$ cat config.mk
export PLATFORM = sky130hd
export DESIGN_NAME = enemy_swarm_mover
export DESIGN_NICKNAME = d
export VERILOG_FILES = /design/src/rtl/swarm_pkg.sv /design/src/rtl/swarm_lfsr.sv /design/src/rtl/enemy_swarm_mover.sv
export SDC_FILE = /design/constraint.sdc
export NUM_CORES = 1
export LEC_CHECK = 0
export CAP_MARGIN = 20
export CORE_MARGIN = 2
export CORE_UTILIZATION = 40
export DETAILED_ROUTE_END_ITERATION = 10
export MAX_ROUTING_LAYER = met4
export SLEW_MARGIN = 5
export SYNTH_ARGS = -nofsm -noshare
export SYNTH_HDL_FRONTEND = slang
export SYNTH_HIERARCHICAL = 1
export SYNTH_SLANG_ARGS = --single-unit
$ cat constraint.sdc
create_clock -name clk -period 7.14 [get_ports clk]
set_input_delay 2.142 -clock clk [delete_from_list [all_inputs] [get_ports clk]]
set_output_delay 2.142 -clock clk [all_outputs]
set_load 0.05 [all_outputs]
$ cat src/rtl/swarm_pkg.sv
// swarm_pkg: shared state enum, fixed-point types and LFSR constants for the enemy swarm mover
package swarm_pkg;

    typedef enum logic [1:0] {IDLE, FLYING, DYING} obj_state_t;

    localparam int FP_SHIFT = 6;

    typedef logic signed [31:0] fp_t;
    typedef logic signed [10:0] pix_t;

    localparam logic [15:0] LFSR_SEED = 16'hACE1;
    // Galois feedback mask for x^16 + x^15 + x^13 + x^4 + 1
    localparam logic [15:0] LFSR_TAPS = 16'hD008;

    // Arithmetic shift down to pixels, keeping the low 11 bits
    function automatic pix_t fp_to_pix(input fp_t p);
        return p[FP_SHIFT+10:FP_SHIFT];
    endfunction

endpackage

$ cat src/rtl/swarm_lfsr.sv
// swarm_lfsr: 16-bit Galois LFSR stepped once per frame, exposes its low 11 bits
module swarm_lfsr
    import swarm_pkg::*;
(
    input  logic        clk,
    input  logic        resetN,
    input  logic        i_en,
    output logic [10:0] o_rand
);

    logic [15:0] r_lfsr;

    // Shift right; when the bit falling out is 1, fold the tap mask back in
    always_ff @(posedge clk or negedge resetN) begin
        if (!resetN)
            r_lfsr <= LFSR_SEED;
        else if (i_en)
            r_lfsr <= {1'b0, r_lfsr[15:1]} ^ (r_lfsr[0] ? LFSR_TAPS : 16'h0000);
    end

    assign o_rand = r_lfsr[10:0];

endmodule

$ cat src/rtl/enemy_swarm_mover.sv
// enemy_swarm_mover: per-frame spawn, zig-zag drift and retire control for N_OBJ fliers.
// Define ENEMY_SWARM_DEATH_ANIM_EN to insert a timed DYING state between a hit and IDLE.
module enemy_swarm_mover
    import swarm_pkg::*;
#(
    parameter int N_OBJ     = 4,
    parameter int X_SPEED   = -120,
    parameter int Y_SPEED   = 70,
    parameter int START_X   = 680,
    parameter int START_Y   = 60,
    parameter int Y_MIN     = 20,
    parameter int Y_MAX     = 180,
    parameter int EXIT_X    = -50,
    parameter int SPAWN_LO  = 550,
    parameter int SPAWN_HI  = 570,
    parameter int SPAWN_GAP = 30
`ifdef ENEMY_SWARM_DEATH_ANIM_EN
    , parameter int DEATH_FRAMES = 16
`endif
)
(
    input  logic             clk,
    input  logic             resetN,
    input  logic             startOfFrame,
    input  logic             pause,
    input  logic [10:0]      RNG,
    input  logic [N_OBJ-1:0] hit,
    output pix_t             topLeftX [N_OBJ],
    output pix_t             topLeftY [N_OBJ],
    output logic [N_OBJ-1:0] active,
    output logic [N_OBJ-1:0] dying,
    output logic             spawnPulse
);

    localparam fp_t         P_SX   = fp_t'(START_X) <<< FP_SHIFT;
    localparam fp_t         P_SY   = fp_t'(START_Y) <<< FP_SHIFT;
    localparam fp_t         P_DX   = fp_t'(X_SPEED);
    localparam fp_t         P_DY   = fp_t'(Y_SPEED);
    localparam pix_t        P_YMIN = pix_t'(Y_MIN);
    localparam pix_t        P_YMAX = pix_t'(Y_MAX);
    localparam pix_t        P_EXIT = pix_t'(EXIT_X);
    localparam logic [11:0] P_SLO  = 12'(SPAWN_LO);
    localparam logic [11:0] P_SHI  = 12'(SPAWN_HI);
    localparam logic [11:0] P_ZLO  = 12'd300;
    localparam logic [11:0] P_ZHI  = 12'd600;
    localparam logic [7:0]  P_GAP  = 8'(SPAWN_GAP);
`ifdef ENEMY_SWARM_DEATH_ANIM_EN
    localparam logic [7:0]  P_DEATH = 8'(DEATH_FRAMES);
`endif

    logic [10:0]      w_rand;
    logic             w_step;
    logic [11:0]      w_r0;
    logic [N_OBJ-1:0] w_idle;
    logic [N_OBJ-1:0] w_spawn_oh;
    logic             w_spawn;
    logic [7:0]       r_gap;

    swarm_lfsr u_lfsr (
        .clk    (clk),
        .resetN (resetN),
        .i_en   (startOfFrame),
        .o_rand (w_rand)
    );

    assign w_step     = startOfFrame && !pause;
    assign w_r0       = {1'b0, RNG} + {1'b0, w_rand};
    assign w_spawn_oh = w_idle & (~w_idle + N_OBJ'(1));
    assign w_spawn    = w_step && (r_gap == 8'd0) && (w_r0 >= P_SLO) && (w_r0 < P_SHI) && (|w_idle);

    // Spawn spacing counter and the one-cycle spawn strobe
    always_ff @(posedge clk or negedge resetN) begin
        if (!resetN) begin
            r_gap      <= 8'd0;
            spawnPulse <= 1'b0;
        end else begin
            spawnPulse <= w_spawn;
            if (w_spawn)
                r_gap <= P_GAP;
            else if (w_step && r_gap != 8'd0)
                r_gap <= r_gap - 8'd1;
        end
    end

    for (genvar i = 0; i < N_OBJ; i++) begin : g_obj
        obj_state_t  r_state, w_state_nxt;
        fp_t         r_px, r_py, w_px_nxt, w_py_nxt;
        logic        r_up, w_up_nxt, w_up_new, w_go_idle;
        logic [11:0] w_r;
        pix_t        w_x, w_y;
`ifdef ENEMY_SWARM_DEATH_ANIM_EN
        logic [7:0]  r_tmr, w_tmr_nxt;
`endif

        assign w_r      = w_r0 + 12'(97 * i);
        assign w_x      = fp_to_pix(r_px);
        assign w_y      = fp_to_pix(r_py);
        assign w_up_new = (w_y < P_YMIN) ? 1'b0 :
                          (w_y > P_YMAX) ? 1'b1 :
                          (w_r >= P_ZLO && w_r < P_ZHI) ? !r_up : r_up;

        // Next state: a hit beats the frame step; every return to IDLE re-homes the flier
        always_comb begin
            w_state_nxt = r_state;
            w_px_nxt    = r_px;
            w_py_nxt    = r_py;
            w_up_nxt    = r_up;
            w_go_idle   = 1'b0;
`ifdef ENEMY_SWARM_DEATH_ANIM_EN
            w_tmr_nxt   = r_tmr;
`endif
            if (r_state == FLYING && hit[i]) begin
`ifdef ENEMY_SWARM_DEATH_ANIM_EN
                w_state_nxt = DYING;
                w_tmr_nxt   = P_DEATH;
`else
                w_go_idle   = 1'b1;
`endif
            end else if (r_state == FLYING && w_step) begin
                if (w_x <= P_EXIT) begin
                    w_go_idle = 1'b1;
                end else begin
                    w_up_nxt = w_up_new;
                    w_px_nxt = r_px + P_DX;
                    w_py_nxt = w_up_new ? r_py - P_DY : r_py + P_DY;
                end
            end else if (r_state == IDLE && w_spawn && w_spawn_oh[i]) begin
                w_state_nxt = FLYING;
`ifdef ENEMY_SWARM_DEATH_ANIM_EN
            end else if (r_state == DYING && w_step) begin
                if (r_tmr <= 8'd1)
                    w_go_idle = 1'b1;
                else
                    w_tmr_nxt = r_tmr - 8'd1;
`endif
            end
            if (w_go_idle) begin
                w_state_nxt = IDLE;
                w_px_nxt    = P_SX;
                w_py_nxt    = P_SY;
                w_up_nxt    = 1'b0;
            end
        end

        // Per-object state, position and direction registers
        always_ff @(posedge clk or negedge resetN) begin
            if (!resetN) begin
                r_state <= IDLE;
                r_px    <= P_SX;
                r_py    <= P_SY;
                r_up    <= 1'b0;
`ifdef ENEMY_SWARM_DEATH_ANIM_EN
                r_tmr   <= 8'd0;
`endif
            end else begin
                r_state <= w_state_nxt;
                r_px    <= w_px_nxt;
                r_py    <= w_py_nxt;
                r_up    <= w_up_nxt;
`ifdef ENEMY_SWARM_DEATH_ANIM_EN
                r_tmr   <= w_tmr_nxt;
`endif
            end
        end

        assign topLeftX[i] = w_x;
        assign topLeftY[i] = w_y;
        assign active[i]   = (r_state == FLYING);
        assign w_idle[i]   = (r_state == IDLE);
`ifdef ENEMY_SWARM_DEATH_ANIM_EN
        assign dying[i]    = (r_state == DYING);
`else
        assign dying[i]    = 1'b0;
`endif
    end

endmodule

# == Word level (Yosys, flattened, before mapping) ==
# Cells that the tools add are included.
# totals
reg_bits,293
# op_classes
n_addsub,18
magnitude_cmp,22
n_eq_ne,16
n_mux,95
bitwise_logic,3
reduce_logical,55
# op_table
operator,count
2-to-1 mux 32 bit,36
adder 32 x 8 -> 32 bit (second input constant),8
subtractor 32 x 8 -> 32 bit (second input constant),4
< comparator 12 x 10 -> 1 bit (second input constant),5
greater-or-equal comparator 12 x 9 -> 1 bit (second input constant),4
> comparator 11 x 9 -> 1 bit (second input constant),4
less-or-equal comparator 11 x 7 -> 1 bit (second input constant),4
< comparator 11 x 6 -> 1 bit (second input constant),4
2-to-1 mux 1 bit,40
2-to-1 mux 2 bit,16
logical AND 1 bit,26
!= test 2 bit (second input constant),12
AND reduction 3 bit,8
nonzero test 2 bit,9
2-to-1 mux 16 bit,1
2-to-1 mux 8 bit,2
bitwise XOR 15 x 16 -> 16 bit,1
adder 11 x 11 -> 12 bit,1
adder 12 x 7 -> 12 bit (second input constant),1
adder 12 x 8 -> 12 bit (second input constant),1
adder 12 x 9 -> 12 bit (second input constant),1
greater-or-equal comparator 12 x 10 -> 1 bit (second input constant),1
== test 2 x 1 -> 1 bit (second input constant),4
logical NOT 2 bit,4
other kinds (8),12

# == Depth between registers and ports, before layout ==
# Gate-level depths: netlist (run 1).
# depth
ltp_word,12
depth_mapped,31
ltp_nobuf,30

# == Cells and area by module ==
# The synthesis (run 1) kept the hierarchy.
# modules_own_cells
module,n_inst,cells_each,area_per_inst_um2,seq_area_each_um2
enemy_swarm_mover,1,1283,10715.3,3468.3
swarm_lfsr,1,51,738.2,410.4

# == Least setup slack after synthesis (run 1) ==
# Ideal clock, no wire load.
# synth_path
path_kind,in2reg
start,in RNG[0]
end,reg g_obj[3].r_py[16]
arrival_time_ps,7923
required_ps,7008
path_slack_ps,-915
path_stages,28
path_buffers,0
cell_sequence,ha_1 > inv_1 > fa_1 > xor2_1 > inv_1 > ha_1 > a21oi_1 > o22ai_1 > a211o_1 > a41oi_1 > nand4_1 > nand4_2 > a31oi_1 > or4_4 > nor2_1 > nor2_1 > ha_1 > a21oi_1 > o21ai_0 > a21oi_1 > o21ai_0 > a211o_1 > o311ai_0 > o21a_1 > o21ai_0 > o21ai_0 > and2_1 > or3b_1
# synth_between
elab_chain_len,12
word_cells_on_any_way,13
classes_between,add/sub: 2; order compare: 2; mux: 8; reduce/logical: 1
# synth_lines
element,line,text
start: declaration,enemy_swarm_mover.sv:26,"input logic [10:0] RNG,"
adder 11 x 11 -> 12 bit *,enemy_swarm_mover.sv:67,"assign w_r0 = {1'b0, RNG} + {1'b0, w_rand};"
adder 12 x 9 -> 12 bit *,enemy_swarm_mover.sv:95,assign w_r = w_r0 + 12'(97 * i);
greater-or-equal comparator 12 x 9 -> 1 bit or < comparator 12 x 10 -> 1 bit (tied branches),enemy_swarm_mover.sv:100,(w_r >= P_ZLO && w_r < P_ZHI) ? !r_up : r_up;
logical AND 1 bit *,enemy_swarm_mover.sv:100,
2-to-1 mux 1 bit *,enemy_swarm_mover.sv:100,
2-to-1 mux 1 bit *,enemy_swarm_mover.sv:99,(w_y > P_YMAX) ? 1'b1 :
2-to-1 mux 1 bit *,enemy_swarm_mover.sv:98,assign w_up_new = (w_y < P_YMIN) ? 1'b0 :
2-to-1 mux 32 bit *,enemy_swarm_mover.sv:125,w_py_nxt = w_up_new ? r_py - P_DY : r_py + P_DY;
2-to-1 mux 32 bit *,enemy_swarm_mover.sv:120,if (w_x <= P_EXIT) begin
2-to-1 mux 32 bit *,enemy_swarm_mover.sv:119,end else if (r_state == FLYING && w_step) begin
2-to-1 mux 32 bit *,enemy_swarm_mover.sv:112,if (r_state == FLYING && hit[i]) begin
2-to-1 mux 32 bit *,enemy_swarm_mover.sv:137,if (w_go_idle) begin
end signal: assignment,enemy_swarm_mover.sv:158,r_py <= w_py_nxt;
end: declaration,enemy_swarm_mover.sv:87,"fp_t r_px, r_py, w_px_nxt, w_py_nxt;"
# Every way passes the cells marked *; elsewhere a longest branch is shown, timed or not. The select of a mux whose other input is x is not followed.
# A chain may end at the register's enable or synchronous reset.

# == Final worst setup path (run 1) ==
# layout_path
start,in RNG[4]
end,reg g_obj[3].r_py[16]
# Same word-level chain as after synthesis.

==> impl_metrics.csv, run 1 <==
group,metric,value,unit
outcome,status,"finished, final reports clean",
drt,vias,10500,
sta,finalHoldViolCount,0,
synthesis,ys_seq_elements,153,
grt,grt.total_usage,21.1,%
critical_path,slowest_delay,0.51,ns
critical_path,worst_path_most_repeated_cell,"o21ai_2",
grt,grt_pass1_wl,51000,um
grt,grt_pass1_vias,10200,
critical_path,critPathLaunch,"RNG[4]",
sta,finalClockSkew,0.0135,ns
critical_path,crit_fanout,4,
sta,worstMarginPinSlew,0.974,ns
clock_tree,clk_latency,0.43,ns
layout,insertedDiodeCount,0,
floorplan,rows,61,
critical_path,cp_num_buf_inv,3,
floorplan,io-pin-count,116,
drt,first_pass_iters,5,
power,fin_total_pwr,5.77,mW
synthesis,synth-edff-count,0,
drt,drcViolationCount,0,
grt,grt_overflow,0,
drt,vias_per_cell,5.29,
floorplan,coreArea,28000,um2
floorplan,die_x,173,um
clock_tree,cts_hold_buf,0,
drt,finalWirelength,31100,um
layout,finalNonFillerCells,1985,
floorplan,start_util,40.9,%
grt,antenna_found_initial,0,
synthesis,synthFlopType,"dfrtp_1",
synthesis,yosysSeqAreaShare,33.9,%
synthesis,syn_avg_cell_area,8.59,um2
floorplan,die_h,173,um
synthesis,synth_top_family_by_area,"simple AND/OR/NAND/NOR gates",
placement,place.gp.congestion,0.911,
power,vdd_drop_max,0.239,mV
layout,seq_area,3880,um2
clock_tree,path_clk_slew,0.07,ns
layout,area_growth,35.4,%
clock_tree,cts_sinks,153,
synthesis,synthDistinctLibCells,80,
synthesis,synth_commonest_cells,"nand2_1 (143), dfrtp_1 (113), buf_4 (104)",
sta,clock.fmax,141,MHz
layout,drive_above_1_share,30.7,%
synthesis,synth_xor_area_share,6.73,%
critical_path,critical_path_class,"in -> reg",
sta,setup_viol,0,
placement,dp_cells,1912,
critical_path,cp_data_arrival_time,7.43,ns
synthesis,yosysTopAreaCellShare,24.7,%
sta,maxSlewViolCount,0,
clock_tree,cts_tree,"yes",
drt,wire_per_inst,15.7,um
synthesis,yosys_warnings,6,
placement,place_ws,-1.21,ns
critical_path,cp-start-kind,"input pin",
synthesis,ys_top_cells_by_area,"dfrtp_1 (25%), dfstp_2 (9.2%), ha_1 (8.2%)",
sta,layout_min_cycle_time,7.12,ns
power,power.density,372,nW/um2
synthesis,synth-adder-area-share,9.07,%
critical_path,cp.required,7.45,ns
critical_path,regToRegStartpoint,"u_lfsr/r_lfsr[0]$_DFFE_PN1P_",
synthesis,synth-async-reset-ratio,100,%
sta,setup_slack,0.0241,ns
placement,dp_hpwl,22100,um
clock_tree,ctsRootBufferMaster,"clkbuf_16",
drt,ant_nets,0,
synthesis,synth_most_common_cell,"nand2_1",
clock_tree,htreeDepth,4,
sta,rsz0062_at_grt,"true",
critical_path,critPathTopFamily,"simple AND/OR/NAND/NOR gates",
synthesis,synth_compound_area_share,19.1,%
synthesis,synthesis.area,11500,um2
layout,fillers,2538,
synthesis,synth-simple-area-share,19.5,%
clock_tree,clockBufferDepth,2,
grt,grt_max_degree,60,
layout,nets,1693,
sta,slew-limit-headroom,34.8,%
layout,multi_input_area,7200,um2
synthesis,syn-instance-count,1334,
flow_run,drv_cap,0,
synthesis,synth_top_area_cell,"dfrtp_1",
drt,first_iter_violations,600,
clock_tree,cts_made_buffers,17,
sta,fin_crit_sh,99.7,%
power,leakage,6.91,nW
floorplan,dieArea,30000,um2
min_path,hold_start,"g_obj[0].r_py[3]$_DFFE_PN0P_",
critical_path,slowest_stage,"or4_4",
critical_path,cp-end-kind,"flop",
placement,io_buffers,111,
min_path,hold_class,"reg -> reg",
synthesis,synth_mux_area_share,1.76,%
sequential cells by signal, indices dropped and copies added, names as in the netlist:
signal,count
r_gap,8
u_lfsr/r_lfsr,16
g_obj.r_up,4
spawnPulse,1
g_obj.r_px,56
g_obj.r_state,4
g_obj.r_py,64
layout make-up:
type                            count  area share, %
Multi-Input combinational cell    992           46.4
Clock inverter                     10          0.847
Sequential cell                   153           25.0
Tap cell                          378           3.05
Clock buffer                       22           3.06
Timing Repair Buffer              381           20.4
Inverter                           49           1.20
final timing paths:
check,slack [ns],end,cells after the start
max,0.02,g_obj[3].r_py[16]$_DFFE_PN0P_,28
min,0.49,g_obj[0].r_py[3]$_DFFE_PN0P_,2
max reg2reg,1.17,g_obj[3].r_py[16]$_DFFE_PN0P_,31
min reg2reg,0.49,g_obj[0].r_py[3]$_DFFE_PN0P_,2
max in group asynchronous,4.28,g_obj[3].r_up$_DFFE_PN0P_,2
min in group asynchronous,1.66,g_obj[0].r_px[12]$_DFFE_PN0P_,1
cells in the final DEF (no fill, tap or decap), types with 18 or more instances in the layout:
| cell | instances |
|---|---|
| buf_4 | 262 |
| nand2_1 | 139 |
| dfrtp_1 | 113 |
| clkdlybuf4s50_1 | 102 |
| nor2_1 | 93 |
| o21ai_0 | 67 |
| ha_1 | 64 |
| a21oi_1 | 58 |
| xnor2_1 | 48 |
| inv_1 | 46 |
| dfstp_2 | 40 |
| xor2_1 | 36 |
| nor3_1 | 36 |
| nand3_1 | 28 |
| o21ai_1 | 27 |
| nand4_1 | 22 |
| o21a_1 | 20 |
| o31ai_1 | 19 |
| or3_1 | 18 |
layer usage:
metal	wire, um	global-route usage [%]
met2	14500	33.4
met5	0	-
met4	677	5.86
met1	14800	28.3
met3	1090	3.09
where the power goes:
part	internal (mW)	switching [mW]
logic	1.80	1.87
registers	1.01	0.139
clock network	0.551	0.392
tightest hold or removal path, cell delays in order (launching register included):
cell and delay (ns):
dfrtp_1 0.35, nand2_1 0.05, o41ai_1 0.05
cell families (layout without fill, tap and decap cells):
| group | Yosys count | count (layout) |
|---|---|---|
| compound gates | 344 | 344 |
| fa+ha+maj | 80 | 80 |
| xor+xnor | 88 | 88 |
| flops | 153 | 153 |
| simple gates | 458 | 459 |
| other cells | 1 | 4 |
| buf+inv | 193 | 462 |
| mux | 17 | 17 |
through the flow:
stage | util (%) | hold slack, ns | TNS (ns) | cell area, um2
final | 55.4 | 0.487 | 0 | 15500
after global routing | 55.4 | 0.516 | -1.05 | 15500
after CTS | 53.4 | 0.490 | 0 | 15000
after detailed placement | 49.8 | 0.474 | -21.67 | 14000
after global placement | 49.8 | 0.466 | -19.29 | 14000
after floorplan | - | 0.450 | -0.128 | 11600
what timing repair did:
item | CTS | global route
buffers inserted | 23 | 17
endpoints found under the setup margin | 26 | 23
pin swaps | 42 | 72
resized for setup | 74 | 98
gates cloned | 0 | 1
Note: power is estimated with default switching activity, not from simulation.
==> run 2, diff against run 1 <==
--- a/config.mk
+++ b/config.mk
@@ -7,9 +7,10 @@
 export LEC_CHECK = 0
 export CAP_MARGIN = 20
 export CORE_MARGIN = 2
-export CORE_UTILIZATION = 40
+export CORE_UTILIZATION = 50
 export DETAILED_ROUTE_END_ITERATION = 10
 export MAX_ROUTING_LAYER = met4
+export PLACE_DENSITY = 0.72
 export SLEW_MARGIN = 5
 export SYNTH_ARGS = -nofsm -noshare
 export SYNTH_HDL_FRONTEND = slang
==> impl_metrics.csv, run 2 (synthesis gave the netlist of run 1 again) <==
group,metric,value,unit
power,power_frac_clock,17.5,%
critical_path,slowest_stage,"or4_4",
floorplan,coreArea,22600,um2
clock_tree,clk_latency,0.43,ns
clock_tree,cts_tree,"yes",
critical_path,critical_path_class,"in -> reg",
critical_path,cp-end-kind,"flop",
floorplan,rows,55,
drt,wire_per_inst,16.9,um
floorplan,start_util,50.7,%
critical_path,slowest_delay,0.51,ns
placement,place.gp.congestion,0.954,
grt,grt_overflow,0,
placement,dpl_cell_area,13700,um2
power,swShare,41.8,%
floorplan,io-pin-count,116,
sta,slew-limit-headroom,35.3,%
sta,layout_min_cycle_time,7.29,ns
critical_path,reg2regPathDepth,31,
flow_run,drv_cap,0,
clock_tree,ctsRootBufferMaster,"clkbuf_16",
drt,first_pass_iters,5,
layout,reg.largest.list,"g_obj.r_py x64, g_obj.r_px x56, u_lfsr/r_lfsr x16",
critical_path,endpoint,"g_obj[3].r_py[15]$_DFFE_PN0P_",
grt,grt.total_usage,26.1,%
grt,grt_pass1_vias,10400,
critical_path,r2r_end,"g_obj[3].r_py[15]$_DFFE_PN0P_",
critical_path,regToRegSetupSlack,1.03,ns
layout,largest-register,"g_obj.r_py",
layout,largest_reg_flops,64,
critical_path,cp-start-kind,"input pin",
sta,setup_slack,-0.150,ns
sta,holdWs,0.488,ns
power,fin_total_pwr,5.76,mW
critical_path,cp_data_arrival_time,7.62,ns
layout,final_cell_area,15700,um2
power,power.density,367,nW/um2
min_path,hold_class,"reg -> reg",
sta,worstMarginPinSlew,0.970,ns
placement,place_ws,-1.17,ns
power,vdd_drop_max,0.297,mV
layout,insertedDiodeCount,0,
outcome,status,"finished with violations",
min_path,whs_path_depth,2,
sta,finalHoldViolCount,0,
power,power.internal,3.35,mW
critical_path,critPathLaunch,"RNG[2]",
layout,nets,1691,
power,p_sw,2.41,mW
sta,finalClockSkew,0.0125,ns
placement,io_buffers,111,
clock_tree,htreeDepth,4,
sta,fin_crit_sh,102,%
floorplan,die_x,155,um
drt,vias_per_cell,5.66,
sta,setup_viol,2,
sta,maxSlewViolCount,0,
layout,area_growth,36.9,%
layout,drive_above_1_share,32.8,%
grt,antenna_found_initial,0,
critical_path,cp.required,7.47,ns
floorplan,die_h,155,um
critical_path,crit_fanout,5,
power,p_seq_share,20.0,%
drt,first_iter_violations,572,
drt,ant_nets,0,
layout,final_cell_mix,"buf_4 (255), nand2_1 (141), dfrtp_1 (113)",
power,p_comb_share,62.5,%
layout,layout_commonest_cell,"buf_4",
power,leakage,6.94,nW
drt,drcViolationCount,0,
outcome,violations,"setup timing",
critical_path,regToRegStartpoint,"u_lfsr/r_lfsr[0]$_DFFE_PN1P_",
placement,dp_hpwl,21000,um
sta,clock.fmax,137,MHz
clock_tree,cts_made_buffers,17,
floorplan,dieArea,24100,um2
clock_tree,clockBufferDepth,2,
sta,rsz0062_at_grt,"true",
grt,grt_max_degree,106,
grt,grt_pass1_wl,50300,um
layout,fillers,1717,
layout,post-route-util,69.5,%
drt,finalWirelength,32000,um
drt,vias,10700,
clock_tree,cts_sinks,153,
clock_tree,path_clk_slew,0.07,ns
## run 2: cell count changes in the layout (fill, tap and decap cells not counted), moves of 8 or more
| cell | before | now |
|---|---|---|
| ha_4 | 8 | 17 |
| ha_1 | 64 | 56 |
| a21oi_1 | 58 | 50 |
| a21oi_2 | 10 | 20 |
| o21ai_2 | 14 | 27 |
| o21ai_0 | 67 | 59 |
## run 2: layout make-up
class | count | area, um2 | share of cell area, %
tap | 285 | 357 | 2.27
clock inverter | 14 | 216 | 1.38
multi-input combinational | 992 | 7430 | 47.4
inverter | 49 | 186 | 1.19
clock buffer | 17 | 425 | 2.71
timing repair buffer | 379 | 3190 | 20.3
sequential | 153 | 3880 | 24.7
## run 2: repair_timing
item	CTS	global route
hold buffers	0	0
resized for setup	102	126
gates cloned	0	1
pin swaps	66	104
buffers inserted	30	24
setup endpoints to repair	27	26
## run 2: per-layer routing
metal  track usage, %  vias to the layer above  share of wire [%]
met5                -                        -                  0
met4             7.65                        0                1.5
met3             4.60                       44                4.5
met2             43.5                      254                 51
met1             32.7                     5186                 43
li1                 -                     5208                  -
## run 2: how the worst min path moves through the flow
| stage | from | endpoint | slack, ns |
|---|---|---|---|
| after floorplan | g_obj[0].r_py[3]$_DFFE_PN0P_ | g_obj[0].r_py[3]$_DFFE_PN0P_ | 0.45 |
| after global placement | g_obj[1].r_py[5]$_DFFE_PN0P_ | g_obj[1].r_py[5]$_DFFE_PN0P_ | 0.46 |
| after detailed placement | g_obj[0].r_py[5]$_DFFE_PN0P_ | g_obj[0].r_py[5]$_DFFE_PN0P_ | 0.48 |
| after CTS | g_obj[0].r_py[5]$_DFFE_PN0P_ | g_obj[0].r_py[5]$_DFFE_PN0P_ | 0.49 |
| after global routing | g_obj[1].r_py[5]$_DFFE_PN0P_ | g_obj[1].r_py[5]$_DFFE_PN0P_ | 0.52 |
| final | g_obj[0].r_py[5]$_DFFE_PN0P_ | g_obj[0].r_py[5]$_DFFE_PN0P_ | 0.49 |
## run 2: through the flow
step | TNS, ns | std cells
floorplan | -0.128 | 1337
global placement | -19.80 | 1804
detailed placement | -24.22 | 1804
CTS | 0 | 1865
global route | -2.74 | 1889
finish | -0.255 | 1889
## run 2: worst max-delay path, delay by kind of cell
family	cells	cell delay (ns)
AO/OA/AOI/OAI	13	2.28
adder cells (fa/ha/maj)	2	0.56
AND/OR/NAND/NOR	7	1.58
XOR/XNOR	1	0.17
buffers and inverters	6	0.88
## run 2: power by group through the flow
stage	Combinational [mW]	Clock (mW)	Sequential (mW)
floorplan	1.79	0	1.11
global placement	2.89	0	1.15
detailed placement	2.92	0	1.15
CTS	3.27	1.02	1.14
global route	3.86	1.06	1.17
finish	3.60	1.01	1.15
==> run 3, diff against run 2 <==
--- a/config.mk
+++ b/config.mk
@@ -16,3 +16,4 @@
 export SYNTH_HDL_FRONTEND = slang
 export SYNTH_HIERARCHICAL = 1
 export SYNTH_SLANG_ARGS = --single-unit
+export TNS_END_PERCENT = 30
==> impl_metrics.csv, run 3 (synthesis gave the netlist of run 1 again) <==
group,metric,value,unit
sta,fin_crit_sh,100,%
grt,antenna_found_initial,0,
layout,layout_commonest_cell,"buf_4",
drt,ant_nets,0,
layout,final_cell_area,15500,um2
critical_path,crit_fanout,5,
critical_path,worst_path_most_repeated_cell,"o21ai_2",
min_path,worst_hold_path.endpoint,"g_obj[0].r_py[3]$_DFFE_PN0P_",
grt,met2_usage,44.6,%
clock_tree,clockBufferDepth,2,
outcome,violations,"setup timing",
floorplan,rows,55,
power,fin_total_pwr,5.55,mW
critical_path,cp-end-kind,"flop",
sta,holdWs,0.488,ns
placement,dp_hpwl,21500,um
power,vdd_drop_max,0.214,mV
layout,largest-register,"g_obj.r_py",
grt,grt_max_degree,65,
flow_run,drv_cap,0,
placement,place.gp.congestion,0.908,
placement,dpl_cell_area,13800,um2
clock_tree,cts_hold_buf,0,
clock_tree,htreeDepth,4,
critical_path,cp-start-kind,"input pin",
drt,finalWirelength,31900,um
critical_path,critPathLaunch,"RNG[0]",
grt,grt_util_met1,34.4,%
layout,seq_area,3880,um2
power,leakage,6.95,nW
layout,drive_above_1_share,31.1,%
drt,vias_per_cell,5.69,
min_path,hold_class,"reg -> reg",
grt,grt.total_usage,26.3,%
critical_path,critical_path_class,"in -> reg",
floorplan,dieArea,24100,um2
sta,rsz0062_at_grt,"true",
min_path,whs_path_depth,2,
drt,first_iter_violations,563,
critical_path,regToRegStartpoint,"u_lfsr/r_lfsr[0]$_DFFE_PN1P_",
grt,grt_use_met3,3.29,%
layout,insertedDiodeCount,0,
power,power.density,359,nW/um2
critical_path,cp.required,7.45,ns
layout,largest_reg_flops,64,
sta,setup_viol,1,
sta,clock.fmax,140,MHz
sta,setup_slack,-0.0148,ns
critical_path,slowest_stage,"or4_4",
floorplan,io-pin-count,116,
sta,worstMarginPinSlew,0.969,ns
sta,maxSlewViolCount,0,
clock_tree,cts_tree,"yes",
layout,fillers,1794,
clock_tree,cts_sinks,153,
floorplan,start_util,50.7,%
placement,io_buffers,111,
critical_path,slowest_delay,0.50,ns
layout,reg.largest.list,"g_obj.r_py x64, g_obj.r_px x56, u_lfsr/r_lfsr x16",
clock_tree,cts_made_buffers,17,
grt,grt_overflow,0,
outcome,status,"finished with violations",
sta,slew-limit-headroom,34.5,%
drt,first_pass_iters,5,
sta,finalHoldViolCount,0,
drt,vias,10800,
floorplan,die_x,155,um
layout,multi_input_area,7170,um2
layout,post-route-util,68.5,%
grt,grt_busiest_layer,"met2",
drt,wire_per_inst,16.8,um
sta,setup-tns-final,-0.0148,ns
clock_tree,path_clk_slew,0.07,ns
critical_path,cp_data_arrival_time,7.46,ns
critical_path,reg2regPathDepth,30,
clock_tree,ctsRootBufferMaster,"clkbuf_16",
sta,layout_min_cycle_time,7.15,ns
layout,nets,1702,
floorplan,die_h,155,um
grt,grt_pass1_wl,51100,um
clock_tree,clk_latency,0.43,ns
layout,area_growth,34.9,%
floorplan,coreArea,22600,um2
critical_path,r2r_end,"g_obj[3].r_py[16]$_DFFE_PN0P_",
grt,grt_pass1_vias,10600,
sta,finalClockSkew,0.0128,ns
critical_path,regToRegSetupSlack,1.10,ns
drt,drcViolationCount,0,
layout,final_cell_mix,"buf_4 (269), nand2_1 (141), dfrtp_1 (113)",
min_path,hold_start,"g_obj[0].r_py[3]$_DFFE_PN0P_",
==> run 3: changes by cell type in the layout (fill, tap and decap cells not counted), sizes merged <==
| cell | change |
|---|---|
| and2 | -1 |
| buf | +12 |
| bufinv | -3 |
| clkbuf | +2 |
| clkdlybuf4s15 | -2 |
| clkinv | -1 |
| clkinvlp | +1 |
| dlygate4sd2 | -1 |
| dlymetal6s2s | +2 |
| inv | +3 |
==> run 3: area by class of cell <==
type	count	share of cell area, %
multi-input combinational	991	46.4
timing repair buffer	391	21.2
sequential	153	25.1
clock inverter	14	1.00
clock buffer	18	2.84
inverter	49	1.19
tap	285	2.31
==> run 3: stage by stage <==
step | setup slack, ns | instances
2_1_floorplan | -0.100 | 1337
3_3_place_gp | -0.941 | 1813
3_5_place_dp | -1.09 | 1813
4_1_cts | 0.00202 | 1888
5_1_grt | -0.287 | 1901
6_report | -0.0148 | 1901
==> run 3: layer usage <==
metal | vias up | wire length [um]
met2 | 210 | 16100
met3 | 23 | 997
met4 | 0 | 269
li1 | 5233 | -
met5 | - | 0
met1 | 5356 | 14500
==> run 3: critical path: cells and delay by family <==
kind / cells / cell delay, ns
buffers and inverters: 4 / 0.40
adder cells (fa/ha/maj): 3 / 0.71
AND/OR/NAND/NOR: 11 / 1.93
AO/OA/AOI/OAI: 13 / 2.25
==> run 3: worst max path at each step <==
stage | cells past startpoint | slack [ns] | endpoint
2_1_floorplan | 29 | -0.10 | g_obj[3].r_py[16]$_DFFE_PN0P_
3_3_place_gp | 29 | -0.94 | g_obj[2].r_py[15]$_DFFE_PN0P_
3_5_place_dp | 29 | -1.09 | g_obj[2].r_py[15]$_DFFE_PN0P_
4_1_cts | 30 | 0.002 | g_obj[3].r_py[16]$_DFFE_PN0P_
5_1_grt | 31 | -0.29 | g_obj[3].r_py[16]$_DFFE_PN0P_
6_report | 31 | -0.01 | g_obj[3].r_py[16]$_DFFE_PN0P_
==> run 3: where the power goes <==
group	internal (mW)	switching [mW]
sequential	1.01	0.130
clock	0.505	0.414
combinational	1.69	1.80
==> run 3: repair_timing <==
item	in CTS	in global routing
setup endpoints to repair	24	25
pin swaps	54	90
gates resized for setup	74	99
buffers inserted	43	17
